**config.mk**
```make
export PLATFORM = sky130hd
export DESIGN_NAME = wb_arbiter
export DESIGN_NICKNAME = d
export VERILOG_FILES = /design/src/rtl/wb_pkg.sv /design/src/rtl/rr_arbiter2.sv /design/src/rtl/wb_arbiter.sv
export SDC_FILE = /design/constraint.sdc
export NUM_CORES = 1
export LEC_CHECK = 0
export BUFFER_PORTS_ARGS = -buffer_cell sky130_fd_sc_hd__buf_2
export CAP_MARGIN = 10
export CORE_UTILIZATION = 35
export CTS_CLUSTER_DIAMETER = 60
export DETAILED_ROUTE_END_ITERATION = 16
export GPL_TIMING_DRIVEN = 0
export HOLD_SLACK_MARGIN = 0.03
export PLACE_DENSITY = 0.75
export SYNTH_ARGS = -nofsm -noshare
export SYNTH_HDL_FRONTEND = slang
export SYNTH_SLANG_ARGS = --single-unit
```
**constraint.sdc**
```tcl
create_clock -name clk -period 2.3 [get_ports clk]
set_input_delay 0.23 -clock clk [delete_from_list [all_inputs] [get_ports clk]]
set_output_delay 0.23 -clock clk [all_outputs]
set_load 0.02 [all_outputs]
```
**src/rtl/wb_pkg.sv**
```systemverilog
// Writeback arbiter shared definitions.
//   req_idx_t : requester index (ALU pipe = 0, load unit = 1)
//   wb_req_t  : writeback request payload at the default register geometry
//   CNT_W     : width of the saturating contention counter
//   other_req : the requester that is not the argument
package wb_pkg;

   localparam int unsigned CNT_W    = 16;
   localparam int unsigned REG_SIZE = 16;
   localparam int unsigned SEL_BITS = 4;
   localparam int unsigned VEC_SIZE = 1;

   typedef enum logic {
      REQ_ALU = 1'b0,
      REQ_MEM = 1'b1
   } req_idx_t;

   typedef struct packed {
      logic                               isVector;
      logic [SEL_BITS-1:0]                dest;
      logic [VEC_SIZE-1:0][REG_SIZE-1:0]  data;
   } wb_req_t;

   function automatic req_idx_t other_req(input req_idx_t r);
      return (r == REQ_ALU) ? REQ_MEM : REQ_ALU;
   endfunction

endpackage

```
**src/rtl/rr_arbiter2.sv**
```systemverilog
// Two-way round-robin arbiter with a registered priority pointer.
//   clk       : clock, rising edge
//   reset     : synchronous active-high; pointer -> ALU, no grants while high
//   req[1:0]  : request vector, bit 0 = ALU, bit 1 = MEM
//   grant[1:0]: one-hot (or zero) grant, combinational from req and pointer
//   contended : both requests high this cycle (and not in reset)
module rr_arbiter2
   import wb_pkg::*;
(
   input  logic       clk,
   input  logic       reset,
   input  logic [1:0] req,
   output logic [1:0] grant,
   output logic       contended
);

   req_idx_t ptr_q;
   req_idx_t ptr_d;

   always_ff @(posedge clk) begin
      if (reset) begin
         ptr_q <= REQ_ALU;
      end else begin
         ptr_q <= ptr_d;
      end
   end

   // The pointer only moves on contention; an uncontested grant leaves it.
   always_comb begin
      grant     = '0;
      ptr_d     = ptr_q;
      contended = 1'b0;
      if (!reset) begin
         contended = &req;
         if (contended) begin
            if (ptr_q == REQ_ALU) begin
               grant = 2'b01;
            end else begin
               grant = 2'b10;
            end
            ptr_d = other_req(ptr_q);
         end else begin
            grant = req;
         end
      end
   end

endmodule

```
**src/rtl/wb_arbiter.sv**
```systemverilog
// Register-file writeback arbiter between the ALU pipe and the load unit.
// The winning request is captured into a registered write port, so the
// register file sees the write one cycle after the transfer.
//   clk, reset                  : clock; synchronous active-high reset
//   aluValid/memValid           : writeback requests
//   aluReady/memReady           : request accepted this cycle
//   aluIsVector/memIsVector     : 1 = vector destination
//   aluDest/memDest             : destination register number
//   aluData/memData             : write data (scalars use element 0)
//   regWrEnScalar/regWrEnVector : one-cycle write enables
//   regToWrite, dataIn          : write address and data (hold when idle)
//   conflictCount               : saturating count of contended cycles
module wb_arbiter
   import wb_pkg::*;
#(
   parameter int unsigned regSize = 16,
   parameter int unsigned selBits = 4,
   parameter int unsigned vecSize = 1
) (
   input  logic                             clk,
   input  logic                             reset,
   input  logic                             aluValid,
   input  logic                             memValid,
   output logic                             aluReady,
   output logic                             memReady,
   input  logic                             aluIsVector,
   input  logic                             memIsVector,
   input  logic [selBits-1:0]               aluDest,
   input  logic [selBits-1:0]               memDest,
   input  logic [vecSize-1:0][regSize-1:0]  aluData,
   input  logic [vecSize-1:0][regSize-1:0]  memData,
   output logic                             regWrEnScalar,
   output logic                             regWrEnVector,
   output logic [selBits-1:0]               regToWrite,
   output logic [vecSize-1:0][regSize-1:0]  dataIn,
   output logic [CNT_W-1:0]                 conflictCount
);

   // Same fields as wb_req_t, sized by this instance's parameters.
   typedef struct packed {
      logic                             isVector;
      logic [selBits-1:0]               dest;
      logic [vecSize-1:0][regSize-1:0]  data;
   } wr_req_t;

   logic [1:0]       grant;
   logic             contended;
   logic             fire;
   wr_req_t          win;
   logic             wr_scalar_q;
   logic             wr_vector_q;
   logic [CNT_W-1:0] cnt_q;

   rr_arbiter2 u_rr (
      .clk       (clk),
      .reset     (reset),
      .req       ({memValid, aluValid}),
      .grant     (grant),
      .contended (contended)
   );

   assign aluReady = grant[0];
   assign memReady = grant[1];

   // A grant is only ever issued to a valid requester, so any grant is a transfer.
   assign fire = |grant;

   always_comb begin
      win = '0;
      if (grant[0]) begin
         win.isVector = aluIsVector;
         win.dest     = aluDest;
         win.data     = aluData;
      end else if (grant[1]) begin
         win.isVector = memIsVector;
         win.dest     = memDest;
         win.data     = memData;
      end
   end

   always_ff @(posedge clk) begin
      if (reset) begin
         wr_scalar_q <= 1'b0;
         wr_vector_q <= 1'b0;
         regToWrite  <= '0;
         dataIn      <= '0;
      end else begin
         wr_scalar_q <= fire & ~win.isVector;
         wr_vector_q <= fire &  win.isVector;
         if (fire) begin
            regToWrite <= win.dest;
            dataIn     <= win.data;
         end
      end
   end

   always_ff @(posedge clk) begin
      if (reset) begin
         cnt_q <= '0;
      end else if (contended && (cnt_q != '1)) begin
         cnt_q <= cnt_q + 1'b1;
      end
   end

   assign conflictCount = cnt_q;

   // A transfer accepted just before reset must not reach the register file
   // during the reset cycle, so the registered enables are masked by reset.
   assign regWrEnScalar = wr_scalar_q & ~reset;
   assign regWrEnVector = wr_vector_q & ~reset;

endmodule

```
==> metrics.yaml, run 1 <==
status: "finished, final reports clean"
cts-buffers-inserted: 5
vdd_ir_drop_max_mv: 0.284
start_util_pct: 36.2
finish.net_count: 358
worst_path_clk_slew_ns: 0.08
syn_avg_cell_area_um2: 8.35
port_buffers: 84
ffs_w_async_s_r_synth_pct: 0
mappedNetlistNets: 267
rsz0062_at_grt: "false"
final_cell_area_um2: 2430
globalRouteTotalUtil_pct: 18.9
yosys_register_bits: 39
timing_max_transition_violations_final: 0
timing.hold.worst.start: "memIsVector"
route.final.wire_length_mm: 4.95
via_count_of_the_first_global_routing_pass: 1805
cts_buffer_depth: 2
htree_levels: 2
dp.final_hpwl_mm: 3.66
worst_slew_margin_rel_pct: 66.4
clock_skew_ns: 0.00422
seq_area_frac_synth_pct: 42.5
final_common_cell: "sky130_fd_sc_hd__buf_2"
num_vias: 1999
synth.yosys.warnings: 0
reg2reg_to: "conflictCount[1]"
antenna_found_initial: 0
timing.final.hold_violations: 0
diodes: 0
crit_type: "flip-flop to flip-flop"
post-route-drc-count: 0
hold_removal_path_class: "primary input to flip-flop"
core_area_um2: 5070
drive_gt1_share_pct: 31.7
setup-tns-final_ns: 0
timing.rr.start: "conflictCount[0]"
cts_resized: 0
hold_end: "wr_scalar_q"
rows: 26
cts_tree: "done"
setup_viol: 0
mostFrequentLayoutCells: "sky130_fd_sc_hd__buf_2 (86), sky130_fd_sc_hd__nand2_1 (40), sky130_fd_sc_hd__dfxtp_1 (39)"
holdBufCountCts: 0
vias_per_cell: 5.23
globalplace.congestion: 0.891
worstPathArrival_ns: 2.23
hold_path_depth: 2
power.leakage_uw: 0.00110
grt_pass1_wl_mm: 8.06
period_needed_ns: 2.05
max_freq_ghz: 0.488
root_buffer: "sky130_fd_sc_hd__clkbuf_8"
r2r_slack_ns: 0.25
clkLatencyLatePin_ns: 0.29
post_cts_setup_bufs: 0
clkSinkCount: 39
postSynthCellCount: 220
max_cap_viol_count: 0
netlist-cell-type-count: 38
overall_die_height_um: 74.5
period_share_pct: 89.0
top_level_ports: 86
detail-route-antenna-nets: 0
drt_pass1_iterations: 4
worst-endpoint-required_ns: 2.48
element_type_at_the_critical_path_start: "flip-flop"
detailed_place.area_um2: 2350
power_density_nw_per_um2: 584
maximum_number_of_pins_on_one_net_before_global_route_repair: 13
worstSetupEndpointType: "flip-flop"
timing.critical_path.fanout_max: 8
area_of_the_die_um2: 5550
mappedNetlistArea_um2: 1840
synth-edff-count: 0
worst_slew_pin_slew_ns: 0.504
worst-r2r-cell-count: 5
ys_dominant_reg_cell: "sky130_fd_sc_hd__dfxtp_1"
total_power_uw: 1420
drt-wirelength-per-cell_um: 12.9
die_w_um: 74.5
grt_remaining_overflow: 0
area.growth.synth_to_final_pct: 32.2
drt_iter0_markers: 78
[area by class of cell]
class / count / area [um2]
Multi-Input combinational cell: 164 / 983
Tap cell: 70 / 87.6
Timing Repair Buffer: 84 / 420
Buffer: 15 / 66.3
Clock inverter: 3 / 15.0
Fill cell: 526 / 2650
Inverter: 2 / 7.51
Sequential cell: 39 / 781
Clock buffer: 5 / 68.8
[Yosys cell counts (all sizes together) (2+ instances only)]
cell     instances  area (um2)
clkbuf           8        30.0
nand3            8        40.0
o31ai            3        22.5
a22oi            4        30.0
inv              2        7.51
o2111ai          3        26.3
nor2b            5        31.3
nand4            4        25.0
nand2           40         150
nand2b           7        43.8
a21oi           11        55.1
nor3b            2        15.0
or4              3        22.5
and4             5        43.8
o21ai            4        20.0
dfxtp           39         781
nor2            24        90.1
buf              7        36.3
mux2             3        33.8
mux2i            6        60.1
a311oi          16         140
nand3b           2        27.5
nor3             2        10.0
and3             2        12.5
[report_power, final]
group | internal, uW | switching, uW
clock network | 208 | 245
logic | 94.6 | 141
registers | 711 | 19.5
total | 1010 | 406
[worst max-delay path by stage]
| stage | start | endpoint | slack, ns | cells after the start |
|---|---|---|---|---|
| after global placement | conflictCount[0] | conflictCount[1] | 0.35 | 5 |
| after floorplan | conflictCount[0] | conflictCount[1] | 0.43 | 5 |
| after detailed placement | conflictCount[0] | conflictCount[1] | 0.32 | 5 |
| after CTS | conflictCount[0] | conflictCount[1] | 0.31 | 5 |
| after global routing | conflictCount[0] | conflictCount[7] | 0.12 | 5 |
| final | conflictCount[0] | conflictCount[1] | 0.25 | 5 |
[worst max-delay path, cell delays in order (launching register included)]
cell	delay (ns)
sky130_fd_sc_hd__dfxtp_1	0.43
sky130_fd_sc_hd__ha_1	0.22
sky130_fd_sc_hd__and4_1	0.25
sky130_fd_sc_hd__nand4_1	0.32
sky130_fd_sc_hd__o21ai_1	0.36
sky130_fd_sc_hd__mux2_2	0.37
[layer usage]
metal  track usage (%)  wire, um
met3              5.96       401
met1              23.8      2220
met4              5.66        21
met5                 0         0
met2              30.8      2300
[through the flow]
stage                     util, %  cells  setup WS [ns]  hold slack [ns]
final                        47.9    382          0.252            0.133
after floorplan                 -    220          0.434            0.329
after CTS                    47.9    382          0.306            0.120
after global placement       46.2    374          0.354            0.430
after detailed placement     46.2    374          0.324            0.437
after global routing         47.9    382          0.116            0.129
[sequential cells by signal, indices dropped and copies added, names as in the netlist]
| name | cells |
|---|---|
| regToWrite | 4 |
| wr_vector_q | 1 |
| conflictCount | 16 |
| dataIn | 16 |
| wr_scalar_q | 1 |
| u_rr.ptr_q | 1 |
[cell families (layout without fill, tap and decap cells)]
kind of cell,count (synthesis),after routing,share of synthesized area (%)
compound gates,46,46,18.2
xor+xnor,1,1,0.477
buf+inv,17,109,4.02
simple gates,107,107,29.0
mux,9,9,5.11
fa+ha+maj,1,1,0.681
flops,39,39,42.5
No activity file was read; power rests on OpenSTA's default activity.
==> inputs of run 2 (changes only) <==
--- a/config.mk
+++ b/config.mk
@@ -7,12 +7,15 @@
 export LEC_CHECK = 0
 export BUFFER_PORTS_ARGS = -buffer_cell sky130_fd_sc_hd__buf_2
 export CAP_MARGIN = 10
-export CORE_UTILIZATION = 35
+export CELL_PAD_IN_SITES_DETAIL_PLACEMENT = 0
+export CELL_PAD_IN_SITES_GLOBAL_PLACEMENT = 1
+export CORE_UTILIZATION = 33
 export CTS_CLUSTER_DIAMETER = 60
 export DETAILED_ROUTE_END_ITERATION = 16
 export GPL_TIMING_DRIVEN = 0
 export HOLD_SLACK_MARGIN = 0.03
-export PLACE_DENSITY = 0.75
+export PLACE_DENSITY = 0.91
 export SYNTH_ARGS = -nofsm -noshare
 export SYNTH_HDL_FRONTEND = slang
+export SYNTH_HIERARCHICAL = 1
 export SYNTH_SLANG_ARGS = --single-unit
==> run 2 against run 1 <==
  * Register-to-register slack improved by 0.19 ns
  * Largest power group unchanged
  * Die area rose by 12%
  * Via count did not move
  * Final area rose by 4.6%
  * Area after synthesis rose by 5.5%
  * Combinational power fell by 8%
  * Critical path depth rose by 3
  * Non-clock buffer count rose by 1
  * Global-route usage fell by 1.6 points
  * Maximum frequency rose by 11%
  * Sequential share of layout area fell by 1.4 points
  * Critical endpoint is now dataIn[3]
==> metrics.yaml, run 2 <==
synth-edff-count: 0
worstPathArrival_ns: 2.02
ys_top_cells_by_area: "sky130_fd_sc_hd__dfxtp_1 (40%), sky130_fd_sc_hd__nor2_1 (11%), sky130_fd_sc_hd__mux2i_1 (11%)"
route.final.wire_length_mm: 4.97
core_area_um2: 5570
worst_path_clk_slew_ns: 0.08
num_vias: 1999
seq_area_frac_synth_pct: 40.3
globalRouteTotalUtil_pct: 17.3
diodes: 0
area.growth.synth_to_final_pct: 31.1
fillCellCount: 584
synthMostInstantiatedCell: "sky130_fd_sc_hd__nor2_1"
max_freq_ghz: 0.540
setup-tns-final_ns: 0
port_buffers: 85
grt_remaining_overflow: 0
wl_met3_um: 465
postSynthCellCount: 237
syn_avg_cell_area_um2: 8.18
mappedNetlistArea_um2: 1940
worst-endpoint-required_ns: 2.47
cts_buffer_depth: 2
period_share_pct: 80.6
start_util_pct: 34.8
clock_skew_ns: 0.00889
synth.yosys.warnings: 6
hold_removal_path_class: "primary input to flip-flop"
clkLatencyLatePin_ns: 0.29
via_count_of_the_first_global_routing_pass: 1851
cts_resized: 0
period_needed_ns: 1.85
top_level_ports: 86
worst-r2r-cell-count: 8
r2r_slack_ns: 0.45
area_of_the_die_um2: 6190
cts_tree: "done"
overall_die_height_um: 78.7
synth_area_leader_cell: "sky130_fd_sc_hd__dfxtp_1"
rsz0062_at_grt: "false"
final_common_cell: "sky130_fd_sc_hd__buf_2"
area_of_the_multi_input_gates_um2: 1060
mappedNetlistNets: 284
finalHoldWorstSlack_ns: 0.166
worst_path_largest_cell_delay_ns: 0.37
power.leakage_uw: 0.00114
vias_per_cell: 4.99
setup_viol: 0
post-route-drc-count: 0
timing.critical_path.slowest_stage_cell: "sky130_fd_sc_hd__dfxtp_1"
power_density_nw_per_um2: 551
timing.final.hold_violations: 0
routed-wl-met2_mm: 2.27
clkSinkCount: 39
finish.net_count: 376
timing.critical_path.max_delay_family: "buffers and inverters"
element_type_at_the_critical_path_start: "flip-flop"
vdd_ir_drop_max_mv: 0.319
topRoutingLayerUsed: "met4"
die_w_um: 78.7
antenna_found_initial: 0
cts-buffers-inserted: 5
drive_gt1_share_pct: 31.9
critPathBufInv: 3
netlist-cell-type-count: 38
globalplace.congestion: 0.807
synthTopCellsByCount: "sky130_fd_sc_hd__nor2_1 (57), sky130_fd_sc_hd__dfxtp_1 (39), sky130_fd_sc_hd__a21oi_1 (31)"
drt_pass1_iterations: 4
dp.final_hpwl_mm: 3.76
worst_slew_margin_rel_pct: 65.7
timing.critical_path.fanout_max: 10
ys_dominant_reg_cell: "sky130_fd_sc_hd__dfxtp_1"
worstSetupEndpointType: "flip-flop"
wl_met1_mm: 2.19
rows: 27
hold_path_depth: 3
hold_end: "dataIn[0]"
ffs_w_async_s_r_synth_pct: 0
top_cell_by_count_worst_path: "sky130_fd_sc_hd__nor2_1"
timing.hold.worst.start: "aluData[0]"
holdBufCountCts: 0
drt-wirelength-per-cell_um: 12.4
crit_chain: "inv_1, a211oi_1, clkbuf_1, buf_2, mux2i_1, nor2_1, a21oi_1, nor2_1"
mostFrequentLayoutCells: "sky130_fd_sc_hd__buf_2 (88), sky130_fd_sc_hd__nor2_1 (57), sky130_fd_sc_hd__dfxtp_1 (39)"
total_power_uw: 1400
detail-route-antenna-nets: 0
max_cap_viol_count: 0
status: "finished, final reports clean"
reg2reg_to: "dataIn[3]"
grt_pass1_wl_mm: 8.38
maximum_number_of_pins_on_one_net_before_global_route_repair: 12
drt_iter0_markers: 109
post_cts_setup_bufs: 0
htree_levels: 2
timing.rr.start: "u_rr/ptr_q"
crit_type: "flip-flop to flip-flop"
yosys_register_bits: 39
root_buffer: "sky130_fd_sc_hd__clkbuf_8"
timing_max_transition_violations_final: 0
worst_slew_pin_slew_ns: 0.511
ff_latch_area_um2: 781
netlist.area_leader.share_pct: 40.3
run 2: changes by cell type in the layout (fill, tap and decap cells not counted), sizes merged, moves of 4 or more:
cell	before	now
mux2i	6	21
nor2	24	57
nand2b	7	1
inv	2	7
a22oi	4	0
a21oi	11	32
nand2	40	9
a311oi	16	2
run 2: layer usage:
layer  global-route usage [%]  vias to the layer above
met4                     5.56                        0
met1                     20.5                      903
li1                         -                     1014
met5                        0                        -
met3                     6.74                        4
met2                     28.4                       78
run 2: cell families (layout without fill, tap and decap cells):
logic type	Yosys count	after routing	share of synthesized area, %
buf+inv	22	114	4.90
fa+ha+maj	1	1	0.645
mux	24	24	12.6
flops	39	39	40.3
simple gates	103	103	26.6
compound gates	48	48	15.0
run 2: worst reg2reg max path, delay by kind of cell (launching register included):
kind            cells  cell delay (ns)
buf+inv             3             0.63
compound gates      2             0.38
flops               1             0.37
mux                 1             0.26
simple gates        2             0.11
run 2: worst max-delay path by stage:
stage,from,to,slack (ns),depth (start not counted)
floorplan,u_rr/ptr_q,regToWrite[3],0.30,8
global placement,reset,conflictCount[15],0.23,8
detailed placement,reset,conflictCount[15],0.21,8
CTS,u_rr/ptr_q,dataIn[3],0.44,8
global route,u_rr/ptr_q,dataIn[7],0.24,8
finish,u_rr/ptr_q,dataIn[3],0.45,8
run 2: power breakdown:
part / leakage, uW / total, uW / switching [uW] / internal (uW)
registers: 0.000318 / 715 / 13.5 / 701
logic: 0.000772 / 217 / 126 / 91.1
clock network: 0.0000470 / 468 / 233 / 235
total: 0.00114 / 1400 / 372 / 1030
run 2: per-stage QoR:
| step | instances | worst slack, ns | util [%] | area [um2] |
|---|---|---|---|---|
| floorplan | 237 | 0.296 | - | 1940 |
| global placement | 394 | 0.235 | 44.0 | 2450 |
| detailed placement | 394 | 0.208 | 44.0 | 2450 |
| CTS | 401 | 0.437 | 45.6 | 2540 |
| global route | 401 | 0.241 | 45.6 | 2540 |
| finish | 401 | 0.447 | 45.6 | 2540 |
run 2: layout make-up:
class	count	share of cell area [%]
tap	72	3.54
buffer	15	2.71
multi-input combinational	176	41.8
sequential	39	30.7
clock inverter	1	0.197
timing repair buffer	85	16.7
clock buffer	6	3.25
inverter	7	1.03
